--- src/rtl/sys_defs.sv ---
// Shared machine-wide widths and the CDB broadcast packet.
// No logic: types and constants only.
// Imported by every back-end block that touches the CDB.
package sys_defs;
  localparam int XLEN      = 32;
  localparam int ROB_IDX_W = 5;
  localparam int N_FU      = 4;
  localparam int CDB_W     = 2;

  typedef struct packed {
    logic                 valid;
    logic [ROB_IDX_W-1:0] tag;
    logic [XLEN-1:0]      value;
  } CDB_PACKET;

  typedef struct packed {
    logic [ROB_IDX_W-1:0] tag;
    logic [XLEN-1:0]      value;
  } rb_entry_t;
endpackage

--- src/rtl/cdb_arbiter_fifo.sv ---
// Per-FU result buffer: DEPTH-entry FIFO of {tag, value}.
// Head is combinational from storage; push/pop/flush take effect at the edge.
// Push into a full buffer is dropped unless a pop frees the slot in the same cycle.
module fu_result_fifo
  import sys_defs::*;
#(
  parameter int DEPTH = 4
) (
  input  logic                   clock,
  input  logic                   reset,
  input  logic                   push,
  input  logic                   pop,
  input  logic                   flush,
  input  rb_entry_t              push_dat,
  output rb_entry_t              head,
  output logic [$clog2(DEPTH):0] count
);
  localparam int AW = $clog2(DEPTH);

  rb_entry_t      mem [DEPTH];
  logic [AW-1:0]  rd_ptr;
  logic [AW-1:0]  wr_ptr;
  logic           full;
  logic           do_push;
  logic           do_pop;

  assign full    = (count == (AW+1)'(DEPTH));
  assign do_pop  = pop && (count != '0) && !flush;
  assign do_push = push && !flush && (!full || do_pop);
  assign head    = mem[rd_ptr];

  always_ff @(posedge clock or negedge reset) begin
    if (!reset) begin
      rd_ptr <= '0;
      wr_ptr <= '0;
      count  <= '0;
    end else if (flush) begin
      rd_ptr <= '0;
      wr_ptr <= '0;
      count  <= '0;
    end else begin
      if (do_push) wr_ptr <= wr_ptr + 1'b1;
      if (do_pop)  rd_ptr <= rd_ptr + 1'b1;
      case ({do_push, do_pop})
        2'b10:   count <= count + 1'b1;
        2'b01:   count <= count - 1'b1;
        default: count <= count;
      endcase
    end
  end

  // Storage needs no reset: pointers and count define what is valid.
  always_ff @(posedge clock) begin
    if (do_push) mem[wr_ptr] <= push_dat;
  end
endmodule

--- src/rtl/cdb_arbiter.sv ---
// Buffers FU results and broadcasts up to CDB_W per cycle, round-robin across FUs.
// Latency: result sampled at edge E appears on cdb_* after edge E+1.
// fu_ready drops when a buffer cannot absorb both an in-flight result and a new issue.
module cdb_arbiter
  import sys_defs::XLEN, sys_defs::ROB_IDX_W, sys_defs::CDB_PACKET, sys_defs::rb_entry_t;
#(
  parameter int N_FU     = sys_defs::N_FU,
  parameter int RB_DEPTH = 4,
  parameter int CDB_W    = sys_defs::CDB_W
) (
  input  logic                                clock,
  input  logic                                reset,
  input  logic                                refresh,
  input  logic [N_FU-1:0]                     fu_valid,
  input  logic [N_FU-1:0][XLEN-1:0]           fu_result,
  input  logic [N_FU-1:0][ROB_IDX_W-1:0]      fu_tag,
  output logic [N_FU-1:0]                     fu_ready,
  output logic [CDB_W-1:0]                    cdb_valid,
  output logic [CDB_W-1:0][XLEN-1:0]          cdb_value,
  output logic [CDB_W-1:0][ROB_IDX_W-1:0]     cdb_tag,
  output logic                                overflow_err
);
  localparam int CW  = $clog2(RB_DEPTH) + 1;
  localparam int RRW = (N_FU > 1) ? $clog2(N_FU) : 1;
  localparam logic [CW-1:0] READY_MAX = CW'(RB_DEPTH - 2);
  localparam logic [CW-1:0] FULL_CNT  = CW'(RB_DEPTH);

  rb_entry_t                   head  [N_FU];
  logic [CW-1:0]               count [N_FU];
  logic [N_FU-1:0]             granted;
  logic [N_FU-1:0]             drop;
  logic [CDB_W-1:0]            lane_vld;
  logic [CDB_W-1:0][RRW-1:0]   lane_src;
  logic [RRW-1:0]              rr;
  logic [RRW-1:0]              rr_nxt;
  CDB_PACKET [CDB_W-1:0]       cdb_pkt;
  CDB_PACKET [CDB_W-1:0]       cdb_nxt;
  int                          idx;
  int                          n_grant;

  for (genvar i = 0; i < N_FU; i++) begin : g_fu
    fu_result_fifo #(.DEPTH(RB_DEPTH)) u_fifo (
      .clock    (clock),
      .reset    (reset),
      .push     (fu_valid[i]),
      .pop      (granted[i]),
      .flush    (refresh),
      .push_dat ({fu_tag[i], fu_result[i]}),
      .head     (head[i]),
      .count    (count[i])
    );
    assign fu_ready[i] = (count[i] <= READY_MAX);
    // Full after this cycle's pop means the arriving result has nowhere to go.
    assign drop[i]     = fu_valid[i] && (count[i] == FULL_CNT) && !granted[i];
  end

  // Scan from rr with wrap; the first CDB_W non-empty buffers win lanes in order.
  always_comb begin
    granted  = '0;
    lane_vld = '0;
    lane_src = '0;
    rr_nxt   = rr;
    n_grant  = 0;
    idx      = 0;
    for (int k = 0; k < N_FU; k++) begin
      idx = int'(rr) + k;
      if (idx >= N_FU) idx = idx - N_FU;
      if ((n_grant < CDB_W) && (count[idx] != '0)) begin
        granted[idx]      = 1'b1;
        lane_vld[n_grant] = 1'b1;
        lane_src[n_grant] = RRW'(idx);
        n_grant           = n_grant + 1;
        rr_nxt            = RRW'((idx + 1) % N_FU);
      end
    end
  end

  always_comb begin
    cdb_nxt = '0;
    for (int l = 0; l < CDB_W; l++) begin
      if (lane_vld[l]) begin
        cdb_nxt[l].valid = 1'b1;
        cdb_nxt[l].tag   = head[lane_src[l]].tag;
        cdb_nxt[l].value = head[lane_src[l]].value;
      end
    end
  end

  always_ff @(posedge clock or negedge reset) begin
    if (!reset) begin
      cdb_pkt      <= '0;
      rr           <= '0;
      overflow_err <= 1'b0;
    end else if (refresh) begin
      cdb_pkt      <= '0;
      rr           <= '0;
    end else begin
      cdb_pkt      <= cdb_nxt;
      rr           <= rr_nxt;
      overflow_err <= overflow_err | (|drop);
    end
  end

  for (genvar l = 0; l < CDB_W; l++) begin : g_lane
    assign cdb_valid[l] = cdb_pkt[l].valid;
    assign cdb_tag[l]   = cdb_pkt[l].tag;
    assign cdb_value[l] = cdb_pkt[l].value;
  end
endmodule

--- config.mk ---
export PLATFORM = sky130hd
export DESIGN_NAME = cdb_arbiter
export DESIGN_NICKNAME = d
export VERILOG_FILES = /design/src/rtl/sys_defs.sv /design/src/rtl/cdb_arbiter_fifo.sv /design/src/rtl/cdb_arbiter.sv
export SDC_FILE = /design/constraint.sdc
export NUM_CORES = 1
export LEC_CHECK = 0
export ABC_AREA = 1
export CELL_PAD_IN_SITES_DETAIL_PLACEMENT = 1
export CELL_PAD_IN_SITES_GLOBAL_PLACEMENT = 2
export CORE_ASPECT_RATIO = 1.1
export CORE_MARGIN = 2
export CORE_UTILIZATION = 39
export DETAILED_ROUTE_END_ITERATION = 12
export PLACE_DENSITY_LB_ADDON = 0.1
export SYNTH_ARGS = -nofsm -noshare
export SYNTH_HDL_FRONTEND = slang
export SYNTH_SLANG_ARGS = --single-unit
--- constraint.sdc ---
create_clock -name clock -period 6.1 [get_ports clock]
set_input_delay 0.61 -clock clock [delete_from_list [all_inputs] [get_ports clock]]
set_output_delay 0.61 -clock clock [all_outputs]
set_load 0.02 [all_outputs]
==> flow_summary.ini, run 1 <==
[setup_path]
cp_num_buf_inv = 5
crit_required_ns = 6.41
rrSetupSlack_ns = 0.86
cp-startpoint = rr[0]
crit_cells = 17
cp-endpoint = g_fu[3].u_fifo.mem[0][11]
cp_common_cell = inv_1
worstReg2RegEnd = g_fu[3].u_fifo.mem[0][11]
r2r-start = rr[0]
cp_slowest_cell = dfrtp_1
critPathTopFamily = simple AND/OR/NAND/NOR gates
cp.arrival_ns = 5.55
worstPathCellList = inv_2 > ha_1 > inv_1 > nor2_1 > nand2_1 > nand2_2 > inv_1 > ha_1 > inv_1 > nand3_4 > fa_1 > a21boi_2 > nand3_1 > nand4_1 > nand2_1 > nor2_4 > buf_12
critPathKind = reg -> reg
start_kind = register
reg2reg_depth = 17
slowest_delay_ns = 0.76
cp_max_fo = 20
cp-end-kind = register

[final_layout]
multi_input_area_mm2 = 0.00844
synthToLayoutAreaGrowth_pct = 20.1
nets = 3054
drive_above_1_share = 0.0926
seqCellArea_mm2 = 0.0205
fillers = 7999

[route]
drc_errors = 0
drtIter0Drc = 1606
vias = 21200
routedWlPerCell_um = 24.5
dr.pass1.iters = 5
viasPerCell = 5.37
drt-total-wl_mm = 96.7
ant_nets = 0

[synthesis]
yosysWarningCount = 0
synthesis.area_mm2 = 0.0298
syn_avg_cell_area_um2 = 11.2
synthesis.nets = 2857
ys_ff_latch = 699
ys_types = 38
netlist_instances = 2668
synth-seq-area-share = 0.686

[timing]
skew_ns = 0.0217
hold_ws_ns = 0.0768
worst-slew-pin-transition_ns = 1.04
finalCritPeriodShare = 0.859
clock.fmax_ghz = 0.191
hold_viol = 0
slew_headroom = 0.306
final-setup-viol-count = 0
post-route-min-period_ns = 5.24
grt_setup_unrepaired = false
drv_slew = 0
finalSetupTns_ns = 0

[cts]
cts_buffers = 75
clk_pin_slew_worst_paths_ns = 0.06
cts.sinks = 699
post_cts_buffers = 0
clk_latency_ns = 0.62
cts_max_level = 3
cts_hold_buf = 0
clk_path_buf_depth = 3
cts_tree = built
ctsResizeCount = 0
cts-root-buf = clkbuf_16

[global_route]
grt_usage = 0.247
grt_max_degree = 77
grt_pass1_vias = 22000
grt_pass1_wl_mm = 144
grt_overflow = 0
antenna_found_initial = 3

[floorplanning]
dieArea_mm2 = 0.0787
die_y_um = 294
die_x_um = 268
ios = 236
core_area_mm2 = 0.0759
initial_utilization = 0.393
rows = 106

[place]
port_buffers = 235
gp_congestion = 0.816
dpl.hpwl_mm = 65.3

[run_status]
status = finished clean

[run]
drv_cap = 0

[worst_hold_path]
hold_class = in -> async
==> worst min-delay path by stage <==
stage | from | to | slack [ns] | depth (start not counted)
global route | reset | overflow_err | 0.12 | 1
floorplan | reset | cdb_tag[0] | 0.31 | 0
CTS | reset | overflow_err | 0.08 | 1
finish | reset | overflow_err | 0.08 | 1
global placement | overflow_err | overflow_err | 0.47 | 1
detailed placement | overflow_err | overflow_err | 0.47 | 1
==> Yosys cell counts <==
cell type,instances,share of area
nand3_4,1,0.00059
nor3_1,1,0.00017
nor2_2,4,0.00084
fa_1,5,0.0034
buf_2,40,0.0067
xor2_1,4,0.0012
a22o_1,1,0.00029
inv_1,70,0.0088
o22ai_1,95,0.020
a21oi_4,1,0.00055
buf_6,7,0.0026
clkbuf_1,102,0.013
o21bai_1,1,0.00025
buf_4,9,0.0023
xnor2_1,1,0.00029
ha_1,29,0.012
buf_1,8,0.0010
nand2_4,4,0.0015
a32o_1,37,0.012
a32oi_1,16,0.0047
or2_2,48,0.010
nand4_1,16,0.0034
nand3_1,215,0.036
a21boi_2,1,0.00038
o211ai_1,1,0.00025
clkinv_1,1,0.00013
edfxtp_1,592,0.60
o21ai_0,209,0.035
nand3b_2,1,0.00038
nor2_1,448,0.056
nand2_2,7,0.0015
nand2_1,495,0.062
dfrtp_1,107,0.090
a31oi_1,1,0.00021
o21ai_2,1,0.00029
inv_2,8,0.0010
nand3_2,1,0.00034
a21oi_1,80,0.013
==> cells in the final DEF (no fill, tap or decap), types with 10 or more instances in the layout <==
cell type        instances
ha_1                    29
clkinv_1                10
o22ai_1                 95
a32oi_1                 16
dfrtp_1                102
o21ai_0                209
clkbuf_1                15
buf_4                   46
nand3_1                215
nor2_1                 432
a32o_1                  37
inv_1                   64
nor2_4                  16
clkinv_2                15
inv_2                   12
a21oi_1                 79
clkdlybuf4s50_1        234
edfxtp_1               592
clkbuf_16               76
nand4_1                 16
or2_2                   48
nand2_1                495
==> metal layers <==
| metal | share of wire | track usage | vias to the layer above |
|---|---|---|---|
| met5 | 0.00013 | 0 | - |
| met4 | 0.022 | 0.0627 | 2 |
| met3 | 0.048 | 0.0344 | 105 |
| met2 | 0.48 | 0.408 | 545 |
| met1 | 0.45 | 0.344 | 10800 |
| li1 | - | - | 9759 |
==> per-stage QoR <==
stage | instance area [um2] | util | std cells | setup slack, ns
floorplan | 29800 | - | 2668 | 1.34
global placement | 33300 | 0.439 | 3814 | 1.06
detailed placement | 33300 | 0.439 | 3814 | 0.876
CTS | 35800 | 0.472 | 3951 | 0.866
global route | 35800 | 0.472 | 3952 | 0.432
finish | 35800 | 0.472 | 3952 | 0.858
==> area by class of cell <==
class,instances,area share
inverter,79,0.00828
timing repair buffer,286,0.0784
tap,1026,0.0359
sequential,699,0.572
clock inverter,38,0.0120
multi-input combinational,1724,0.236
antenna,1,0.0000699
clock buffer,99,0.0578
==> state kept, by name, indices dropped and copies added (netlist names) <==
signal,cells
g_fu.u_fifo.wr_ptr,8
rr,2
cdb_value,64
cdb_tag,10
g_fu.u_fifo.mem,592
cdb_valid,2
g_fu.u_fifo.count,12
g_fu.u_fifo.rd_ptr,8
overflow_err,1
==> worst register-to-register path, stage by stage, from the launching register on <==
cell,delay [ns]
dfrtp_1,0.76
inv_2,0.34
ha_1,0.48
inv_1,0.15
nor2_1,0.06
nand2_1,0.15
nand2_2,0.17
inv_1,0.16
ha_1,0.16
inv_1,0.10
nand3_4,0.17
fa_1,0.19
a21boi_2,0.34
nand3_1,0.18
nand4_1,0.21
nand2_1,0.37
nor2_4,0.68
buf_12,0.27
==> cells by family (layout without fill, tap and decap cells) <==
logic type,after synthesis,in the layout,share of synthesized area
compound gates,444,444,0.0878
xor+xnor,5,5,0.00147
simple gates,1241,1241,0.174
fa+ha+maj,34,34,0.0155
other cells,0,1,0
buf+inv,245,502,0.0354
flops,699,699,0.686
Power of run 1 is left out: the tool's default activity adds up to more than one toggle a clock period on the data nets, which glitch-free logic cannot reach.
==> run 2: changes to the inputs <==
- TNS_END_PERCENT: default -> 30
==> results of run 2 <==
Final layout, timing and power as in run 1 (identical DEF).
Power of run 2 is left out for the same reason.
==> run 3: changes to the inputs <==
- clock period: 6.1 -> 5 ns (I/O delays scaled with it)
==> run 3 against run 2 <==
Against the previous run:
- critical path depth up 3
- first-iteration DRC count shrank 2.1%
- register-to-register slack worse by 0.39 ns
- hold slack better by 0.41 ns
- via count down 0.64%
- sequential share of layout area decreased by 0.39 points
==> flow_summary.ini, run 3 (synthesis gave the netlist of run 1 again) <==
[run_status]
status = finished clean

[setup_path]
cp_max_fo = 18
cp.arrival_ns = 5.04
crit_required_ns = 5.51
r2r-start = rr[0]
worstReg2RegEnd = g_fu[3].u_fifo.count[2]
rrSetupSlack_ns = 0.47
critPathKind = reg -> reg
cp-end-kind = register
start_kind = register
reg2reg_depth = 20
cp-startpoint = rr[0]

[cts]
cts_tree = built
cts_buffers = 77
clk_pin_slew_worst_paths_ns = 0.06
clk_latency_ns = 0.64
cts.sinks = 699
clk_path_buf_depth = 3
cts_max_level = 3
cts-root-buf = clkbuf_16

[final_layout]
final_common_cell = edfxtp_1
fin_util = 0.475
nets = 3059
drive_above_1_share = 0.0947
largest_register_ffs = 592
max_flop_register = g_fu.u_fifo.mem
synthToLayoutAreaGrowth_pct = 20.9
layout_common_cells = edfxtp_1, nand2_1, nor2_1, clkdlybuf4s50_1, nand3_1
fillers = 8029

[timing]
finalSetupTns_ns = 0
skew_ns = 0.0322
final-setup-viol-count = 0
clock.fmax_ghz = 0.221
slew_headroom = 0.305
drv_slew = 0
worst-slew-pin-transition_ns = 1.04
post-route-min-period_ns = 4.53
finalCritPeriodShare = 0.906
grt_setup_unrepaired = false
hold_viol = 0

[floorplanning]
core_area_mm2 = 0.0759
die_x_um = 268
die_y_um = 294
initial_utilization = 0.393
rows = 106
dieArea_mm2 = 0.0787
ios = 236

[global_route]
busiest_layer = met2
grt.met3_usage = 0.0376
antenna_found_initial = 2
grt_usage = 0.245
grt_max_degree = 77
grt_overflow = 0
grt_use_met1 = 0.340
grt_pass1_vias = 21700
grt_pass1_wl_mm = 141
use_met2 = 0.396

[route]
drtIter0Drc = 1572
ant_nets = 0
drt-total-wl_mm = 96.0
drc_errors = 0
vias = 21100
dr.pass1.iters = 7
viasPerCell = 5.32
routedWlPerCell_um = 24.2

[place]
gp_congestion = 0.832
port_buffers = 235
dpl.hpwl_mm = 64.8

[worst_hold_path]
hold_class = in -> async

[run]
drv_cap = 0
## run 3: changes by cell type in the layout (fill, tap and decap cells not counted), moves of 2 or more
cell,change
clkinv_1,+5
clkinv_16,+4
clkbuf_1,-3
bufinv_16,+2
clkbuf_16,+2
clkbuf_8,-2
clkinv_4,-2
clkinvlp_4,+3
## run 3: repair_timing
| item | 4_1_cts | 5_1_grt |
|---|---|---|
| hold buffers | 1 | 0 |
| buffers inserted | 0 | 0 |
| resized for setup | 0 | 2 |
| setup endpoints to repair | 0 | 2 |
| endpoints found under the hold margin | 23 | 0 |
## run 3: critical path, cell delays in order (launching register included)
cell	delay, ns
dfrtp_1	0.38
inv_2	0.28
ha_1	0.34
inv_1	0.13
nor2_1	0.12
nand2_1	0.13
nand2_2	0.20
inv_1	0.12
ha_1	0.19
inv_1	0.16
nand3_4	0.16
fa_1	0.40
a21boi_2	0.20
nand3_1	0.13
nand4_1	0.27
nand2_1	0.48
nand2_1	0.21
nand2_1	0.22
nand2_1	0.13
nand3_1	0.10
nand2_1	0.05
## run 3: final cells by class
type	count	area, um2	share of cell area
antenna	2	5.00	0.000139
clock buffer	96	2080	0.0577
clock inverter	48	616	0.0171
inverter	79	297	0.00823
multi-input combinational	1724	8450	0.235
sequential	699	20500	0.568
tap	1026	1280	0.0356
timing repair buffer	289	2850	0.0790
## run 3: metrics by stage
step / instances / instance area, um2 / setup WS [ns] / hold WS, ns
after global placement: 3816 / 33300 / 0.570 / 0.467
after floorplan: 2668 / 29800 / 0.242 / 0.204
final: 3963 / 36000 / 0.469 / 0.490
after global routing: 3963 / 36000 / 0.0250 / 0.484
after CTS: 3961 / 36000 / 0.446 / 0.459
after detailed placement: 3816 / 33300 / 0.453 / 0.473
## run 3: routing by layer
layer,up-vias,wire (um)
met5,-,0
met4,0,2530
met3,104,5660
met2,579,45900
met1,10600,41900
li1,9772,-
## run 3: worst max-delay path by stage
| stage | to | slack (ns) | cells past startpoint |
|---|---|---|---|
| 2_1_floorplan | g_fu[3].u_fifo.mem[0][0] | 0.24 | 17 |
| 3_3_place_gp | cdb_value[11] | 0.57 | 21 |
| 3_5_place_dp | cdb_value[11] | 0.45 | 21 |
| 4_1_cts | cdb_value[34] | 0.45 | 22 |
| 5_1_grt | cdb_value[14] | 0.02 | 23 |
| 6_report | g_fu[3].u_fifo.count[2] | 0.47 | 20 |
Power of run 3 is left out for the same reason.
